**config.mk**
```make
export PLATFORM = sky130hd
export DESIGN_NAME = de_stream_decoder_flat
export DESIGN_NICKNAME = d
export VERILOG_FILES = /design/src/rtl/de_stream_decoder_if.sv /design/src/rtl/de_stream_decoder.sv /design/src/flat_wrapper.sv
export SDC_FILE = /design/constraint.sdc
export NUM_CORES = 1
export LEC_CHECK = 0
export ABC_AREA = 1
export BUFFER_PORTS_ARGS = -buffer_cell sky130_fd_sc_hd__buf_2
export CAP_MARGIN = 5
export CORE_ASPECT_RATIO = 2
export CORE_MARGIN = 5
export CORE_UTILIZATION = 62
export DETAILED_ROUTE_END_ITERATION = 12
export GPL_TIMING_DRIVEN = 0
export PLACE_DENSITY = 0.87
export SYNTH_ARGS = -nofsm -noshare
export SYNTH_HDL_FRONTEND = slang
export SYNTH_SLANG_ARGS = --single-unit
```
**constraint.sdc**
```tcl
create_clock -name i_clk -period 4.5 [get_ports i_clk]
set_input_delay 0.45 -clock i_clk [delete_from_list [all_inputs] [get_ports i_clk]]
set_output_delay 0.45 -clock i_clk [all_outputs]
set_load 0.05 [all_outputs]
```
**src/rtl/de_stream_decoder_if.sv**
```systemverilog
// de_stream_decoder_if
// Bundles the DE-framed input stream and the decoded output stream of
// de_stream_decoder.
//   i_data_enable / i_pixel : DE-framed pixel stream from the source
//   o_valid / o_pixel       : registered pixel strobe and data
//   o_col / o_row           : coordinates of o_pixel
//   o_sof / o_eol           : frame-start / line-end markers
//   o_locked                : geometry lock
//   o_err_line / o_err_frame: geometry error pulses
// Modports: slave = the decoder, master = the environment (source + sink).
interface de_stream_decoder_if #(
  parameter int PIX_W = 16
);
  logic             i_data_enable;
  logic [PIX_W-1:0] i_pixel;
  logic             o_valid;
  logic [PIX_W-1:0] o_pixel;
  logic [8:0]       o_col;
  logic [8:0]       o_row;
  logic             o_sof;
  logic             o_eol;
  logic             o_locked;
  logic             o_err_line;
  logic             o_err_frame;

  modport slave (
    input  i_data_enable, i_pixel,
    output o_valid, o_pixel, o_col, o_row, o_sof, o_eol,
           o_locked, o_err_line, o_err_frame
  );

  modport master (
    output i_data_enable, i_pixel,
    input  o_valid, o_pixel, o_col, o_row, o_sof, o_eol,
           o_locked, o_err_line, o_err_frame
  );
endinterface

```
**src/rtl/de_stream_decoder.sv**
```systemverilog
// de_stream_decoder
// Recovers column/row coordinates, line/frame markers and a geometry lock
// from a DE-only framed pixel stream. Vertical blanking is recognised as a
// DE-low run of VBLANK_GAP cycles. Lock is declared after LOCK_FRAMES
// consecutive well-formed frames.
// Ports:
//   i_clk   : pixel clock
//   i_rst_n : synchronous active-low reset
//   bus     : de_stream_decoder_if.slave (input stream in, decoded stream out)
module de_stream_decoder #(
  parameter int ACTIVE_H    = 480,
  parameter int ACTIVE_V    = 272,
  parameter int VBLANK_GAP  = 600,
  parameter int LOCK_FRAMES = 2,
  parameter int PIX_W       = 16
) (
  input  logic           i_clk,
  input  logic           i_rst_n,
  de_stream_decoder_if.slave bus
);

  localparam logic [1:0] ST_SEARCH  = 2'd0;
  localparam logic [1:0] ST_ACQUIRE = 2'd1;
  localparam logic [1:0] ST_LOCKED  = 2'd2;

  localparam logic [9:0] GAP_N  = 10'(VBLANK_GAP);
  localparam logic [9:0] H_N    = 10'(ACTIVE_H);
  localparam logic [8:0] V_N    = 9'(ACTIVE_V);
  localparam logic [3:0] LOCK_N = 4'(LOCK_FRAMES);

  logic [1:0]       state_r;
  logic [9:0]       gap_r;
  logic [8:0]       col_r;
  logic [8:0]       row_r;
  logic [9:0]       line_cnt_r;
  logic             frame_bad_r;
  logic [3:0]       good_cnt_r;
  logic             valid_r;
  logic [PIX_W-1:0] pixel_r;
  logic [8:0]       out_col_r;
  logic [8:0]       out_row_r;
  logic             sof_r;
  logic             locked_r;
  logic             err_frame_r;

  logic             de_s;
  logic             vblank_s;
  logic             eol_s;
  logic             err_line_s;
  logic             frame_ok_s;
  logic [3:0]       good_inc_s;

  // Per-cycle decode of blanking, line end and frame quality.
  always_comb begin
    de_s       = bus.i_data_enable;
    // A DE-high cycle never counts as the vblank event, even at the threshold.
    vblank_s   = !de_s && (gap_r == GAP_N - 10'd1);
    // Line end is seen one cycle late: the delayed pixel is on the outputs
    // while the live DE has already dropped, so o_eol/o_err_line cannot be
    // registered without lookahead and are decoded from registered state.
    eol_s      = valid_r && !de_s;
    err_line_s = eol_s && (line_cnt_r != H_N);
    frame_ok_s = (row_r == V_N) && !frame_bad_r;
    if (good_cnt_r == 4'd15) begin
      good_inc_s = good_cnt_r;
    end else begin
      good_inc_s = good_cnt_r + 4'd1;
    end
  end

  // Gap counter, coordinate counters, lock state machine and output registers.
  always_ff @(posedge i_clk) begin
    if (!i_rst_n) begin
      state_r     <= ST_SEARCH;
      gap_r       <= 10'd0;
      col_r       <= 9'd0;
      row_r       <= 9'd0;
      line_cnt_r  <= 10'd0;
      frame_bad_r <= 1'b0;
      good_cnt_r  <= 4'd0;
      valid_r     <= 1'b0;
      pixel_r     <= '0;
      out_col_r   <= 9'd0;
      out_row_r   <= 9'd0;
      sof_r       <= 1'b0;
      locked_r    <= 1'b0;
      err_frame_r <= 1'b0;
    end else begin
      if (de_s) begin
        gap_r <= 10'd0;
      end else if (gap_r != GAP_N) begin
        gap_r <= gap_r + 10'd1;
      end

      valid_r     <= 1'b0;
      sof_r       <= 1'b0;
      err_frame_r <= 1'b0;

      case (state_r)
        ST_SEARCH: begin
          if (vblank_s) begin
            state_r     <= ST_ACQUIRE;
            row_r       <= 9'd0;
            col_r       <= 9'd0;
            line_cnt_r  <= 10'd0;
            good_cnt_r  <= 4'd0;
            frame_bad_r <= 1'b0;
          end
        end
        ST_ACQUIRE, ST_LOCKED: begin
          if (de_s) begin
            valid_r   <= 1'b1;
            pixel_r   <= bus.i_pixel;
            out_col_r <= col_r;
            out_row_r <= row_r;
            sof_r     <= (col_r == 9'd0) && (row_r == 9'd0);
            if (col_r != 9'd511) begin
              col_r <= col_r + 9'd1;
            end
            if (line_cnt_r != 10'd1023) begin
              line_cnt_r <= line_cnt_r + 10'd1;
            end
          end else if (eol_s) begin
            col_r      <= 9'd0;
            line_cnt_r <= 10'd0;
            if (row_r != 9'd511) begin
              row_r <= row_r + 9'd1;
            end
            // A malformed line spoils the frame and drops lock right away.
            if (err_line_s) begin
              frame_bad_r <= 1'b1;
              state_r     <= ST_ACQUIRE;
              locked_r    <= 1'b0;
            end
          end else if (vblank_s) begin
            row_r       <= 9'd0;
            col_r       <= 9'd0;
            line_cnt_r  <= 10'd0;
            frame_bad_r <= 1'b0;
            if (frame_ok_s) begin
              good_cnt_r <= good_inc_s;
              if (good_inc_s >= LOCK_N) begin
                state_r  <= ST_LOCKED;
                locked_r <= 1'b1;
              end
            end else begin
              // Bad line count is flagged here; bad lines were flagged already.
              err_frame_r <= (row_r != V_N);
              good_cnt_r  <= 4'd0;
              state_r     <= ST_ACQUIRE;
              locked_r    <= 1'b0;
            end
          end
        end
        default: begin
          state_r  <= ST_SEARCH;
          locked_r <= 1'b0;
        end
      endcase
    end
  end

  assign bus.o_valid     = valid_r;
  assign bus.o_pixel     = pixel_r;
  assign bus.o_col       = out_col_r;
  assign bus.o_row       = out_row_r;
  assign bus.o_sof       = sof_r;
  assign bus.o_eol       = eol_s;
  assign bus.o_locked    = locked_r;
  assign bus.o_err_line  = err_line_s;
  assign bus.o_err_frame = err_frame_r;

endmodule

```
**src/flat_wrapper.sv**
```systemverilog
// flat-port wrapper written by rule: the top's interface ports become plain ports
module de_stream_decoder_flat 
#(
  parameter int ACTIVE_H    = 480,
  parameter int ACTIVE_V    = 272,
  parameter int VBLANK_GAP  = 600,
  parameter int LOCK_FRAMES = 2,
  parameter int PIX_W       = 16
)
  (i_clk, i_rst_n, bus_i_data_enable, bus_i_pixel, bus_o_valid, bus_o_pixel, bus_o_col, bus_o_row, bus_o_sof, bus_o_eol, bus_o_locked, bus_o_err_line, bus_o_err_frame);
  de_stream_decoder_if #(.PIX_W(PIX_W)) bus_i ();
  input  logic i_clk;
  input  logic i_rst_n;
  input wire logic [$bits(bus_i.i_data_enable)-1:0] bus_i_data_enable;
  input wire logic [$bits(bus_i.i_pixel)-1:0] bus_i_pixel;
  output wire logic [$bits(bus_i.o_valid)-1:0] bus_o_valid;
  output wire logic [$bits(bus_i.o_pixel)-1:0] bus_o_pixel;
  output wire logic [$bits(bus_i.o_col)-1:0] bus_o_col;
  output wire logic [$bits(bus_i.o_row)-1:0] bus_o_row;
  output wire logic [$bits(bus_i.o_sof)-1:0] bus_o_sof;
  output wire logic [$bits(bus_i.o_eol)-1:0] bus_o_eol;
  output wire logic [$bits(bus_i.o_locked)-1:0] bus_o_locked;
  output wire logic [$bits(bus_i.o_err_line)-1:0] bus_o_err_line;
  output wire logic [$bits(bus_i.o_err_frame)-1:0] bus_o_err_frame;
  assign bus_i.i_data_enable = bus_i_data_enable;
  assign bus_i.i_pixel = bus_i_pixel;
  assign bus_o_valid = bus_i.o_valid;
  assign bus_o_pixel = bus_i.o_pixel;
  assign bus_o_col = bus_i.o_col;
  assign bus_o_row = bus_i.o_row;
  assign bus_o_sof = bus_i.o_sof;
  assign bus_o_eol = bus_i.o_eol;
  assign bus_o_locked = bus_i.o_locked;
  assign bus_o_err_line = bus_i.o_err_line;
  assign bus_o_err_frame = bus_i.o_err_frame;
  de_stream_decoder #(.ACTIVE_H(ACTIVE_H), .ACTIVE_V(ACTIVE_V), .VBLANK_GAP(VBLANK_GAP), .LOCK_FRAMES(LOCK_FRAMES), .PIX_W(PIX_W)) u_core (.i_clk(i_clk), .i_rst_n(i_rst_n), .bus(bus_i));
endmodule
```
==> flow_summary.json, run 1 <==
{
  "grt_max_degree": 13,
  "cts-root-buf": "clkbuf_16",
  "yosysSeqAreaShare_pct": 39.6,
  "grt_pass1_vias": 3993,
  "skew_ps": 2.60,
  "hold_path.class": "in2reg",
  "dp_hpwl_mm": 8.29,
  "syn-mean-instance-area_um2": 7.23,
  "hold_viol": 0,
  "num_antenna_cells": 0,
  "p_int_mw": 1.58,
  "core_um2": 6620,
  "max_cap_violations": 0,
  "die_x_um": 68.2,
  "critPathMaxStageDelay_ps": 370,
  "rrSetupSlack_ps": 2220,
  "p_sw_share_pct": 43.6,
  "crit_chain": "ha_1 -> nand2_1 -> inv_1 -> nand3_1 -> nor3_1 -> ha_1 -> inv_1 -> o21ai_1 -> inv_2 -> nand2_2 -> o21ai_0 -> a21oi_1",
  "syn2layout_area_growth_pct": 16.2,
  "first_iter_violations": 361,
  "critPathKind": "reg2reg",
  "drc": 0,
  "crit_path_end_kind": "register",
  "fmax_mhz": 439,
  "slew_headroom_pct": 53.7,
  "post_route_cells_drive_above_1_share_pct": 22.4,
  "syn_area_um2": 4190,
  "arrival_ps": 2540,
  "synth_fp_nets": 612,
  "synth_edf_count": 0,
  "viasPerCell": 5.58,
  "nets": 681,
  "cts_buffers": 9,
  "cts_tree": "built",
  "p_comb_share_pct": 42.3,
  "clk_pin_slew_ps": 60,
  "start_util_pct": 63.3,
  "die_area_um2": 8610,
  "io_buffers": 58,
  "finalCritPeriodShare_pct": 50.6,
  "seqPwrFrac_pct": 33.1,
  "vias": 4137,
  "grt_pass1_wl_mm": 17.8,
  "hold_buffers": 0,
  "setup_violations": 0,
  "critPathRequiredTime_ps": 4760,
  "rsz0062_at_grt": "false",
  "finalSetupTns_ps": 0,
  "pin_count": 59,
  "drt_wl_total_mm": 11.1,
  "peakVddDrop_uv": 371,
  "ys_seq_elements": 83,
  "chipHeight_um": 126,
  "grt-ovfl-total": 0,
  "ys_types": 40,
  "tightestPinTransition_ps": 694,
  "synthFlopType": "dfxtp_1",
  "post_cts_buffers": 0,
  "detail_route.first_pass.iterations": 7,
  "netlist_instances": 580,
  "cts.sinks": 83,
  "clock_latency_ps": 340,
  "grt_antenna_before_repair": 0,
  "cp-start-kind": "register",
  "wire_per_inst_um": 15.0,
  "period_minus_slack_ps": 2280,
  "p_leak_nw": 2.11,
  "switchingPower_mw": 1.23,
  "async_flop_share_pct": 0,
  "drtAntennaViolNets": 0,
  "rows": 42,
  "htree_levels": 3,
  "power.density_nw_per_um2": 577,
  "finalMaxSlewViolations": 0,
  "critPathBufInv": 3,
  "cts_resized": 0,
  "ctsLongestPathBuffers": 2,
  "gp_congestion": 0.973,
  "crit_family": "simple AND/OR/NAND/NOR gates",
  "track_usage_pct": 26.8,
  "critPathSlowestCell": "dfxtp_1",
  "outcome": "finished, final reports clean",
  "clkPwrFrac_pct": 24.6,
  "yosysWarnings": 0,
  "timing.critical_path.fanout_max": 6,
  "power.total_mw": 2.81
}
## registers in the layout (all words and copies together) (netlist names)
name / cells
u_core.bus.o_col: 9
u_core.good_cnt_r: 4
u_core.bus.o_pixel: 16
u_core.bus.o_row: 9
u_core.col_r: 9
u_core.gap_r: 10
u_core.state_r: 2
u_core.row_r: 9
u_core.line_cnt_r: 10
u_core.bus.o_locked: 1
u_core.bus.o_sof: 1
u_core.frame_bad_r: 1
u_core.bus.o_err_frame: 1
u_core.bus.o_valid: 1
## worst paths after layout
path,start,endpoint,depth (start not counted)
max,u_core.col_r[0],u_core.col_r[2],12
min,bus_i_pixel[15],u_core.bus.o_pixel[15],3
max reg2reg,u_core.col_r[0],u_core.col_r[2],12
min reg2reg,u_core.line_cnt_r[5],u_core.line_cnt_r[5],2
## cells in the final DEF, fill, tap and decap left out, types with 14 or more instances in the layout
| master | netlist | routed |
|---|---|---|
| buf_2 | 4 | 62 |
| inv_1 | 62 | 62 |
| nand3_1 | 33 | 33 |
| nand2_2 | 14 | 14 |
| nor2_1 | 73 | 73 |
| nand2_1 | 92 | 92 |
| o21ai_0 | 53 | 53 |
| dfxtp_1 | 83 | 83 |
| a21oi_1 | 50 | 50 |
## synth_stat cells (3+ instances only)
library cell | n | share of area [%]
a21oi_1 | 50 | 6.0
clkbuf_1 | 8 | 0.72
inv_1 | 62 | 5.5
a21oi_2 | 3 | 0.63
nand4_1 | 5 | 0.75
o21ai_0 | 53 | 6.3
nor2_4 | 4 | 1.1
ha_1 | 13 | 3.9
nand2_2 | 14 | 2.1
buf_2 | 4 | 0.48
nand3_1 | 33 | 3.9
nor3_1 | 11 | 1.3
inv_2 | 13 | 1.2
dfxtp_1 | 83 | 40
nor3_2 | 5 | 1.2
nand3_2 | 4 | 0.95
nand2_1 | 92 | 8.2
nand2_4 | 7 | 1.9
a211oi_2 | 4 | 1.2
nor2_2 | 8 | 1.2
o21ai_1 | 9 | 1.1
nor2_1 | 73 | 6.5
## final cells by class
type	instances	area, µm²
buffer	17	83.8
clock buffer	13	270
clock inverter	2	10.0
fill	523	1750
inverter	78	298
multi-input combinational	402	2150
sequential	83	1660
tap	88	110
timing repair buffer	58	290
## worst register-to-register path, delay by kind of cell, from the launching register on
| family | cells | cell delay (ps) |
|---|---|---|
| AO/OA/AOI/OAI | 3 | 560 |
| flip-flops | 1 | 370 |
| adder cells (fa/ha/maj) | 2 | 420 |
| AND/OR/NAND/NOR | 4 | 570 |
| buffers and inverters | 3 | 280 |
## metrics by stage
step                cells  setup slack [ps]  util, %  hold slack, ps  instance area (µm²)
global placement      726              2390     69.4             458                 4590
detailed placement    726              2270     69.4             466                 4590
floorplan             580              2440        -             448                 4190
CTS                   741              2230     73.6             368                 4870
global route          741              2090     73.6             381                 4870
finish                741              2220     73.6             371                 4870
## power groups by stage
stage	clock (mW)	sequential [mW]	combinational (mW)
floorplan	0	1.23	0.615
global placement	0	0.934	1.15
detailed placement	0	0.944	1.18
CTS	0.696	0.930	1.19
global route	0.724	0.943	1.29
finish	0.692	0.931	1.19
## logic make-up after synthesis
| logic type | share of synthesized area, % |
|---|---|
| DFF | 39.6 |
| buffers and inverters | 9.10 |
| xor gates and xnor gates | 0.418 |
| AOI/OAI and AO/OA | 16.9 |
| adders and majority gates | 3.88 |
| and+or+nand+nor | 30.1 |
## routing by layer
layer  vias to the layer above  global-route usage, %  part of all wire (%)
met1                      1919                   26.4                    36
met5                         -                      0                     0
met3                        34                   5.13                   5.6
met2                       155                   49.6                    55
met4                         0                   14.0                   3.7
li1                       2029                      -                     -
(Power assumes the default switching activity.)
==> run 2, diff against run 1 <==
- ABC_AREA: 1 -> 0
- CORE_UTILIZATION: 62 -> 51
- PLACE_DENSITY: 0.87 -> 0.77
- clock period: 4.5 -> 2 ns (I/O delays scaled with it)
==> run 2 against run 1 <==
The run now ends with setup timing left. Non-clock buffer count grew 14. Final cell count shrank 9.3%. Final area grew 2.3%. Power grew 25%. Synthesized cell count shrank 14%. Core utilization shrank 8.0 points. Clock skew grew 2.5 ps. Flip-flop and latch count is the same. Critical path type unchanged. Largest cell class unchanged.
==> flow_summary.json, run 2 <==
{
  "outcome": "finished, violations left",
  "violations": "setup timing",
  "wire_per_inst_um": 15.6,
  "synth_most_common_cell": "nand2_1",
  "rows": 45,
  "chipHeight_um": 135,
  "clkPwrFrac_pct": 51.0,
  "met3_usage_pct": 5.22,
  "grt_most_used_layer": "met2",
  "cts.sinks": 83,
  "switchingPower_mw": 0.687,
  "ys_seq_elements": 83,
  "p_int_mw": 2.83,
  "tightestPinTransition_ps": 676,
  "p_comb_share_pct": 2.1,
  "fin_ws_ps": -193,
  "async_flop_share_pct": 0,
  "track_usage_pct": 22.7,
  "fmax_mhz": 456,
  "syn_area_um2": 3960,
  "layout_common_cells": "nand2_1, dfxtp_1, buf_2",
  "layout_commonest_cell": "nand2_1",
  "hold_path.class": "in2reg",
  "num_antenna_cells": 0,
  "dpl_cell_area_um2": 4410,
  "whs_path_depth": 3,
  "cts_buffers": 9,
  "largest_register_ffs": 16,
  "nFillCells": 654,
  "start_util_pct": 52.0,
  "peakVddDrop_uv": 618,
  "syn-mean-instance-area_um2": 7.94,
  "grtUsageMet1_pct": 22.7,
  "power.total_mw": 3.52,
  "netlist_instances": 498,
  "grt_max_degree": 14,
  "ff2ff_path_depth": 7,
  "grt_pass1_vias": 3914,
  "grt-ovfl-total": 0,
  "preCtsSetupSlack_ps": -416,
  "gp_congestion": 0.914,
  "hold_buffers": 0,
  "pin_count": 59,
  "dp_hpwl_mm": 7.58,
  "clk_pin_slew_ps": 60,
  "cts-root-buf": "clkbuf_16",
  "setup_violations": 9,
  "cts_tree": "built",
  "syn2layout_area_growth_pct": 26.1,
  "critPathRequiredTime_ps": 2260,
  "slew_headroom_pct": 54.9,
  "design_area_um2": 4990,
  "clock_latency_ps": 340,
  "ys_types": 62,
  "cp-start-kind": "register",
  "vias": 3823,
  "nets": 605,
  "die_area_um2": 9720,
  "skew_ps": 5.14,
  "p_sw_share_pct": 19.5,
  "die_x_um": 72.3,
  "drt_wl_total_mm": 10.5,
  "timing.critical_path.fanout_max": 10,
  "synth_edf_count": 0,
  "synth_fp_nets": 530,
  "finalSetupTns_ps": -1020,
  "ctsLongestPathBuffers": 2,
  "htree_levels": 3,
  "viasPerCell": 5.69,
  "dpl.cell_count": 649,
  "power.density_nw_per_um2": 706,
  "ys_top_cells_by_count": "nand2_1, dfxtp_1, a21oi_1",
  "timing.hold.ws_ps": 95.8,
  "yosysWarnings": 0,
  "critPathKind": "reg2reg",
  "synth.largest_area_cell": "dfxtp_1",
  "post_route_cells_drive_above_1_share_pct": 24.4,
  "fin_util_pct": 65.6,
  "drc": 0,
  "synthFlopType": "dfxtp_1",
  "yosysSeqAreaShare_pct": 42.0,
  "synth_top_area_share_pct": 42.0,
  "synthTopCellsByArea": "dfxtp_1, nand2_1, a21oi_1",
  "p_leak_nw": 1.88,
  "io_buffers": 57,
  "grt_pass1_wl_mm": 17.6,
  "drtAntennaViolNets": 0,
  "finalMaxSlewViolations": 0,
  "crit_path_end_kind": "register",
  "rsz0062_at_grt": "true",
  "use_met2_pct": 42.5,
  "finalCritPeriodShare_pct": 110,
  "hold_viol": 0,
  "max_cap_violations": 0,
  "fin_cells": 672,
  "core_um2": 7600,
  "first_iter_violations": 163,
  "seqPwrFrac_pct": 46.9,
  "arrival_ps": 2450,
  "grt_antenna_before_repair": 0,
  "period_minus_slack_ps": 2190,
  "detail_route.first_pass.iterations": 4
}
-- run 2: power by group through the flow --
stage	Sequential (mW)	Clock (mW)	Combinational, mW
finish	1.65	1.79	0.0748
floorplan	1.69	0	0.0392
global route	1.65	1.89	0.0835
global placement	1.69	0	0.0715
CTS	1.65	1.82	0.0736
detailed placement	1.69	0	0.0731
-- run 2: cells by family (layout without fill, tap and decap cells) --
group,count (synthesis),after routing,synth area share [%]
simple gates,225,225,28.0
compound gates,119,119,18.1
fa+ha+maj,13,13,4.11
xor+xnor,8,8,1.77
buf+inv,44,124,4.46
mux,6,6,1.52
flops,83,83,42.0
-- run 2: critical path, cell delays in order, from the launching register on --
cell and delay, ps:
dfxtp_1 360, inv_1 50, ha_1 320, buf_4 200, nand3b_4 170, or3_4 450
or4_1 410, a21oi_1 140
-- run 2: worst paths after layout --
kind	slack, ps	start	end
min reg2reg	450	u_core.bus.o_col[3]	u_core.bus.o_col[3]
max	-190	u_core.state_r[0]	u_core.row_r[7]
max reg2reg	-190	u_core.state_r[0]	u_core.row_r[7]
min	100	bus_i_pixel[15]	u_core.bus.o_pixel[15]
-- run 2: layer usage --
layer / part of all wire, % / vias up
met3: 4.1 / 27
met2: 55 / 118
met5: 0 / -
met4: 3.7 / 0
met1: 37 / 1798
li1: - / 1880
-- run 2: timing repair --
item                       CTS  global route
pin swaps                   10            10
resized for setup           30            23
setup endpoints to repair   63            62
buffers inserted             6             1
cloned                       1             0
-- run 2: final cells by class --
type	instances	area [µm²]	share of cell area, %
multi-input cells	371	2330	46.7
flip-flops and latches	83	1680	33.6
repair buffers	65	349	7.00
clock buffers	12	256	5.14
well taps	94	118	2.36
plain buffers	24	115	2.31
clock inverters	4	72.6	1.46
inverters	19	71.3	1.43
==> run 3, diff against run 2 <==
- CORE_UTILIZATION: 51 -> 53
- CTS_BUF_LIST: unset -> sky130_fd_sc_hd__clkbuf_8
- PLACE_DENSITY: 0.77 -> 0.8
==> run 3 against run 2 <==
The run still ends with setup timing left. Sequential power hardly changed. Die area is 3.4% lower. Critical path depth increased by 3. Final area fell by 2.9%. Count of clock-buffer cells in the layout fell by 3. Core utilization grew 1.0 points. First-iteration DRC count rose by 16%. Highest routed layer unchanged. Combinational power about the same. Critical endpoint is now u_core.row_r[1]. Largest cell class unchanged. Flip-flop and latch count is the same. Setup slack gained 32 ps. Sequential share of layout area grew 1.0 points. Final cell count is 0.30% lower.
==> flow_summary.json, run 3 (synthesis results as in run 2) <==
{
  "max_cap_violations": 0,
  "grt-ovfl-total": 0,
  "timing.hold.ws_ps": 76.2,
  "power.total_mw": 2.87,
  "tightestPinTransition_ps": 617,
  "min_from": "bus_i_pixel[10]",
  "met3_usage_pct": 5.34,
  "setup_violations": 9,
  "peakVddDrop_uv": 488,
  "detail_route.first_pass.iterations": 4,
  "chipHeight_um": 132,
  "skew_ps": 10.1,
  "htree_levels": 3,
  "clk_pin_slew_ps": 90,
  "slew_headroom_pct": 58.8,
  "cts-root-buf": "clkbuf_8",
  "viasPerCell": 5.74,
  "grt_pass1_vias": 3874,
  "finalCritPeriodShare_pct": 108,
  "drc": 0,
  "die_x_um": 71.1,
  "io_buffers": 57,
  "finalMaxSlewViolations": 0,
  "cts_tree": "built",
  "power.density_nw_per_um2": 592,
  "grt_most_used_layer": "met2",
  "nets": 605,
  "fin_util_pct": 66.6,
  "preCtsSetupSlack_ps": -429,
  "wire_per_inst_um": 15.8,
  "finalSetupTns_ps": -1100,
  "ctsLongestPathBuffers": 2,
  "hold_path.class": "in2reg",
  "dp_hpwl_mm": 7.50,
  "rows": 44,
  "clock_latency_ps": 350,
  "grt_max_degree": 14,
  "largest_register_ffs": 16,
  "violations": "setup timing",
  "start_util_pct": 54.4,
  "post_route_cells_drive_above_1_share_pct": 24.0,
  "critPathBufInv": 1,
  "rsz0062_at_grt": "true",
  "drtAntennaViolNets": 0,
  "outcome": "finished, violations left",
  "track_usage_pct": 22.6,
  "num_antenna_cells": 0,
  "fin_ws_ps": -161,
  "pin_count": 59,
  "cp_common_cell": "and3_4",
  "layout_commonest_cell": "nand2_1",
  "grt_antenna_before_repair": 0,
  "hold_viol": 0,
  "first_iter_violations": 189,
  "crit_chain": "ha_4 -> and3_4 -> and3_4 -> and3_4 -> ha_4 -> a21o_1 -> a211o_1 -> buf_6 -> a22oi_2 -> nor2_1",
  "syn2layout_area_growth_pct": 22.4,
  "grtUsageMet1_pct": 23.9,
  "die_area_um2": 9390,
  "arrival_ps": 2390,
  "timing.critical_path.fanout_max": 5,
  "cts_buffers": 9,
  "critPathMaxStageDelay_ps": 360,
  "cp-start-kind": "register",
  "drt_wl_total_mm": 10.6,
  "crit_path_end_kind": "register",
  "reg2reg_from": "u_core.row_r[1]",
  "critPathSlowestCell": "dfxtp_4",
  "period_minus_slack_ps": 2160,
  "critPathKind": "reg2reg",
  "cts.sinks": 83,
  "critPathLaunch": "u_core.row_r[1]",
  "core_um2": 7270,
  "p_leak_nw": 1.82,
  "critPathRequiredTime_ps": 2230,
  "crit_family": "compound AO/OA/AOI/OAI gates",
  "hold_buffers": 0,
  "layout_common_cells": "nand2_1, dfxtp_1, buf_2",
  "grt_pass1_wl_mm": 17.5,
  "use_met2_pct": 39.8,
  "vias": 3848,
  "fmax_mhz": 463,
  "gp_congestion": 0.902
}
run 3: changes by cell type in the layout (fill, tap and decap cells not counted), sizes merged:
cell and change:
clkinv +3, inv +2, bufinv -1, clkinvlp -1, clkbuf -5, buf +2
run 3: cell type report:
| type | count | area [µm²] |
|---|---|---|
| clock inverter | 7 | 61.3 |
| timing repair buffer | 66 | 357 |
| clock buffer | 9 | 124 |
| inverter | 19 | 71.3 |
| tap | 92 | 115 |
| fill | 624 | 2420 |
| multi-input combinational | 371 | 2320 |
| sequential | 83 | 1680 |
| buffer | 23 | 119 |
run 3: final timing paths:
path	endpoint	slack (ps)	cells after the start
worst max-delay path	u_core.row_r[1]	-160	10
worst min-delay path	u_core.bus.o_pixel[10]	80	3
worst max register to register	u_core.row_r[1]	-160	10
worst min register to register	u_core.bus.o_pixel[0]	450	2
run 3: worst min-delay path: stages:
cell and delay [ps]:
buf_2 90, nand2_1 40, a21oi_1 50
run 3: timing repair:
action                     in CTS  in global routing
pin swaps                       7                  7
setup buffers                   7                  1
cloned                          1                  0
gates resized for setup        29                 25
setup endpoints to repair      63                 66
hold endpoints to repair        0                  0
run 3: per-layer routing:
metal	vias to the layer above	share of wire (%)
met5	-	0
met4	0	4.4
met3	37	5.5
met2	132	53
met1	1798	37
li1	1881	-
run 3: power breakdown:
part / total, mW / switching [mW] / internal [mW]
Sequential: 1.65 / 0.00224 / 1.65
Combinational: 0.0748 / 0.0497 / 0.0250
Clock: 1.14 / 0.581 / 0.564
Total: 2.87 / 0.633 / 2.24
run 3: metrics by stage:
step,cells,cell area [µm²]
after floorplan,498,4010
after global placement,647,4410
after detailed placement,647,4410
after CTS,671,4750
after global routing,670,4840
final,670,4840
